File: src/rtl/frac_clk_div_if.sv
// Bus between the top-level rate selector and the fractional clock divider.
// div is a quasi-static control word with no handshake: the divider samples it only at
// startup and at accumulator wraps. clkout and the dbg_* taps are driven by the divider.
interface frac_clk_div_if #(
  parameter int WIDTH = 32
);
  logic [WIDTH-1:0] div;
  logic             clkout;
  logic [WIDTH-1:0] dbg_acc;
  logic [WIDTH-1:0] dbg_inc;
  logic             dbg_loaded;

  modport master (
    output div,
    input  clkout,
    input  dbg_acc,
    input  dbg_inc,
    input  dbg_loaded
  );

  modport slave (
    input  div,
    output clkout,
    output dbg_acc,
    output dbg_inc,
    output dbg_loaded
  );
endinterface

File: src/rtl/frac_clk_div.sv
// Phase-accumulator fractional clock divider: clkout averages f_clkin * div / 2^WIDTH.
// The increment is reloaded only at a wrap, so a div change never truncates a phase.
module frac_clk_div #(
  parameter int WIDTH = 32
) (
  input  logic            clkin,
  input  logic            reset_n,
  frac_clk_div_if.slave   bus
);

  typedef enum logic {
    ST_LOAD = 1'b0,
    ST_RUN  = 1'b1
  } state_t;

  state_t           state_q, state_d;
  logic [WIDTH-1:0] acc_q, acc_d;
  logic [WIDTH-1:0] inc_q, inc_d;
  logic             clkout_q;
  logic [WIDTH:0]   sum;

  always_ff @(posedge clkin or negedge reset_n) begin
    if (!reset_n) begin
      state_q  <= ST_LOAD;
      acc_q    <= '0;
      inc_q    <= '0;
      clkout_q <= 1'b0;
    end else begin
      state_q  <= state_d;
      acc_q    <= acc_d;
      inc_q    <= inc_d;
      // Output is the pre-update phase MSB, so clkout never depends on div combinationally.
      clkout_q <= acc_q[WIDTH-1];
    end
  end

  always_comb begin
    state_d = state_q;
    acc_d   = acc_q;
    inc_d   = inc_q;
    sum     = {1'b0, acc_q} + {1'b0, inc_q};
    case (state_q)
      ST_LOAD: begin
        inc_d   = bus.div;
        state_d = ST_RUN;
      end
      ST_RUN: begin
        acc_d = sum[WIDTH-1:0];
        // The carry out marks the wrap: the only point a new div is picked up.
        if (sum[WIDTH]) begin
          inc_d = bus.div;
        end
      end
      default: begin
        state_d = ST_LOAD;
      end
    endcase
  end

  assign bus.clkout     = clkout_q;
  assign bus.dbg_acc    = acc_q;
  assign bus.dbg_inc    = inc_q;
  assign bus.dbg_loaded = (state_q == ST_RUN);

endmodule

File: src/flat_wrapper.sv
// flat-port wrapper written by rule: the top's interface ports become plain ports
module frac_clk_div_flat 
#(
  parameter int WIDTH = 32
)
  (clkin, reset_n, bus_div, bus_clkout, bus_dbg_acc, bus_dbg_inc, bus_dbg_loaded);
  frac_clk_div_if #(.WIDTH(WIDTH)) bus_i ();
  input  logic clkin;
  input  logic reset_n;
  input wire logic [$bits(bus_i.div)-1:0] bus_div;
  output wire logic [$bits(bus_i.clkout)-1:0] bus_clkout;
  output wire logic [$bits(bus_i.dbg_acc)-1:0] bus_dbg_acc;
  output wire logic [$bits(bus_i.dbg_inc)-1:0] bus_dbg_inc;
  output wire logic [$bits(bus_i.dbg_loaded)-1:0] bus_dbg_loaded;
  assign bus_i.div = bus_div;
  assign bus_clkout = bus_i.clkout;
  assign bus_dbg_acc = bus_i.dbg_acc;
  assign bus_dbg_inc = bus_i.dbg_inc;
  assign bus_dbg_loaded = bus_i.dbg_loaded;
  frac_clk_div #(.WIDTH(WIDTH)) u_core (.clkin(clkin), .reset_n(reset_n), .bus(bus_i));
endmodule
File: config.mk
export PLATFORM = sky130hd
export DESIGN_NAME = frac_clk_div_flat
export DESIGN_NICKNAME = d
export VERILOG_FILES = /design/src/rtl/frac_clk_div_if.sv /design/src/rtl/frac_clk_div.sv /design/src/flat_wrapper.sv
export SDC_FILE = /design/constraint.sdc
export NUM_CORES = 1
export LEC_CHECK = 0
export CAP_MARGIN = 5
export CORE_MARGIN = 2
export CORE_UTILIZATION = 48
export DETAILED_ROUTE_END_ITERATION = 7
export DONT_BUFFER_PORTS = 1
export MAX_ROUTING_LAYER = met4
export PLACE_DENSITY = 0.6
export SYNTH_ARGS = -nofsm -noshare
export SYNTH_HDL_FRONTEND = slang
export SYNTH_SLANG_ARGS = --single-unit
export TNS_END_PERCENT = 5
File: constraint.sdc
create_clock -name clkin -period 5.2 [get_ports clkin]
set_input_delay 0.52 -clock clkin [delete_from_list [all_inputs] [get_ports clkin]]
set_output_delay 0.52 -clock clkin [all_outputs]
set_load 0.1 [all_outputs]
==> impl_metrics.env <==
export IMPL_outcome="complete, no violations"
export IMPL_clock_latency_ns=0.35
export IMPL_yosysTopAreaCell="dfrtp_1"
export IMPL_area_growth_pct=7.08
export IMPL_grt_max_degree=67
export IMPL_chipHeight_um=98.8
export IMPL_die_w_um=98.8
export IMPL_synth_cell_type_count=59
export IMPL_synth_top_area_frac=0.383
export IMPL_cpMaxStageDelayCell="dfrtp_1"
export IMPL_wl_per_cell_um=18.5
export IMPL_drive_gt1_frac=0.213
export IMPL_critical_path_arrival_ns=4.41
export IMPL_vias=3142
export IMPL_grt_usage=0.208
export IMPL_worstMarginPinSlew_ns=1.01
export IMPL_path_cells="ha_1 -> fa_1 -> a21oi_1 -> o21ai_0 -> a21oi_1 -> o41ai_2 -> a221o_2 -> a21oi_4 -> o21a_4 -> mux2_2"
export IMPL_synth_edf_count=0
export IMPL_fin_skew_ns=0.0130
export IMPL_synth_warnings=0
export IMPL_final_period_utilization=0.803
export IMPL_worstSetupPathType="reg -> reg"
export IMPL_num_antenna_cells=0
export IMPL_fillCellCount=758
export IMPL_core_mm2=0.00872
export IMPL_cts_sinks=66
export IMPL_io_buffers=0
export IMPL_syn_nets=467
export IMPL_tns_ns=0
export IMPL_reg2reg_slack_ns=1.02
export IMPL_gp_congestion=0.879
export IMPL_cts_setup_buffers=0
export IMPL_drc=0
export IMPL_path_depth=10
export IMPL_clkTransAtPathRegs_ns=0.08
export IMPL_final_max_slew_viol_count=0
export IMPL_cts_buffers=9
export IMPL_cts_buffer_depth=2
export IMPL_cts_root_buffer_cell="clkbuf_8"
export IMPL_cp_endpoint="u_core.bus.dbg_inc[0]"
export IMPL_rows=34
export IMPL_layout_common_cells="dfrtp_1 (65), a21oi_1 (39), nand2_1 (33)"
export IMPL_mostFrequentLayoutCell="dfrtp_1"
export IMPL_drt_iter0_drc=117
export IMPL_crit_family="compound AO/OA/AOI/OAI gates"
export IMPL_max_cap_violations=0
export IMPL_max_freq_mhz=239
export IMPL_rr_endpoint="u_core.bus.dbg_inc[0]"
export IMPL_worstPathMaxFanout=32
export IMPL_synthesis_area_mm2=0.00431
export IMPL_ios=100
export IMPL_antenna_left=0
export IMPL_async_reset_ff_frac=1.00
export IMPL_synth_ff_type="dfrtp_1"
export IMPL_routed_wl_mm=9.53
export IMPL_slew_headroom=0.329
export IMPL_die_area_mm2=0.00976
export IMPL_fin_crit_ns=4.18
export IMPL_grt_pass1_wl_mm=16.0
export IMPL_initial_core_util=0.495
export IMPL_critPathRequiredTime_ns=5.43
export IMPL_nets=470
export IMPL_rr_startpoint="u_core.bus.dbg_inc[0]"
export IMPL_yosys_top_cells_area="dfrtp_1 (38%), mux2_4 (10%), ha_1 (9.3%)"
export IMPL_rsz0062_at_grt="false"
export IMPL_hold_viol=0
export IMPL_min_path_type="in -> async"
export IMPL_antenna_found_initial=0
export IMPL_dr_pass1_iters=4
export IMPL_grt_remaining_overflow=0
export IMPL_grt_pass1_vias=3142
export IMPL_cp_num_buf_inv=0
export IMPL_crit_start="u_core.bus.dbg_inc[0]"
export IMPL_slowest_delay_ns=0.75
export IMPL_cts_tree="done"
export IMPL_end_kind="flop"
export IMPL_crit_top_cell="a21oi_1"
export IMPL_vias_per_cell=6.09
export IMPL_syn_area_per_cell_um2=10.8
export IMPL_setup_viol=0
export IMPL_synthCells=400
export IMPL_hpwl_mm=6.86
export IMPL_cp_start_kind="flop"
export IMPL_htreeDepth=3
export IMPL_ctsResizeCount=0
export IMPL_reg2reg_depth=10
export IMPL_seq_area_frac_synth=0.383
export IMPL_yosys_register_bits=66
## state kept, by name, summed over array words and instances (netlist names)
register and count:
u_core.bus.dbg_acc 32, u_core.bus.clkout 1, u_core.bus.dbg_inc 32, u_core.bus.dbg_loaded 1
## kinds of logic after synthesis
family,share of synthesized area
other cells,0.000869
xor+xnor,0.0487
buf+inv,0.0342
mux,0.164
simple gates,0.0960
flops,0.383
compound gates,0.175
fa+ha+maj,0.0974
## Yosys cell counts (2+ instances only)
cell / n
dfrtp_1: 66
a21oi_1: 39
nand2_1: 33
ha_1: 32
mux2_4: 30
mux2_2: 23
nor2_1: 23
o21ai_0: 17
xnor2_1: 13
a21o_1: 12
nand3_1: 11
xor2_1: 11
clkbuf_1: 8
inv_1: 7
nand4_1: 7
nor3_1: 6
a41oi_1: 4
o211ai_1: 4
a31oi_1: 3
buf_12: 3
o21bai_1: 3
o31ai_1: 3
a21oi_4: 2
nor2b_1: 2
o2111ai_1: 2
o21a_1: 2
o31a_1: 2
## routing by layer
layer  wire length, um  global-route usage  part of all wire
met1              4260               0.266              0.45
met2              4490               0.315              0.47
met3               645              0.0652             0.068
met4               124              0.0674             0.013
met5                 0                   -                 0
## final cells by class
class	count	area (um^2)	area share
well taps	108	135	0.0293
clock buffers	9	124	0.0268
clock inverters	7	93.8	0.0203
multi-input cells	312	2510	0.544
inverters	7	26.3	0.00569
repair buffers	7	72.6	0.0157
flip-flops and latches	66	1650	0.358
## worst min-delay path by stage
stage	to	depth (start not counted)
floorplan	u_core.bus.clkout	0
global placement	u_core.bus.dbg_inc[8]	0
detailed placement	u_core.bus.dbg_inc[9]	0
CTS	u_core.bus.dbg_inc[9]	1
global route	u_core.bus.dbg_inc[9]	1
finish	u_core.bus.dbg_inc[8]	1
## what timing repair did
action / CTS / global route
hold endpoints to repair: 66 / 0
hold buffers: 1 / 0
endpoints found under the setup margin: 0 / 0
## through the flow
stage,setup slack (ns),instance area (um^2),std cells,hold WS [ns],utilization
2_1_floorplan,1.70,4310,400,0.224,-
3_3_place_gp,1.13,4370,499,0.226,0.502
3_5_place_dp,1.04,4370,499,0.226,0.502
4_1_cts,1.01,4620,516,0.0461,0.530
5_1_grt,0.869,4620,516,0.0446,0.530
6_report,1.02,4620,516,0.0337,0.530
Power is not shown: default switching activity piles up to over one toggle a cycle in this logic, so the estimate is an artifact.
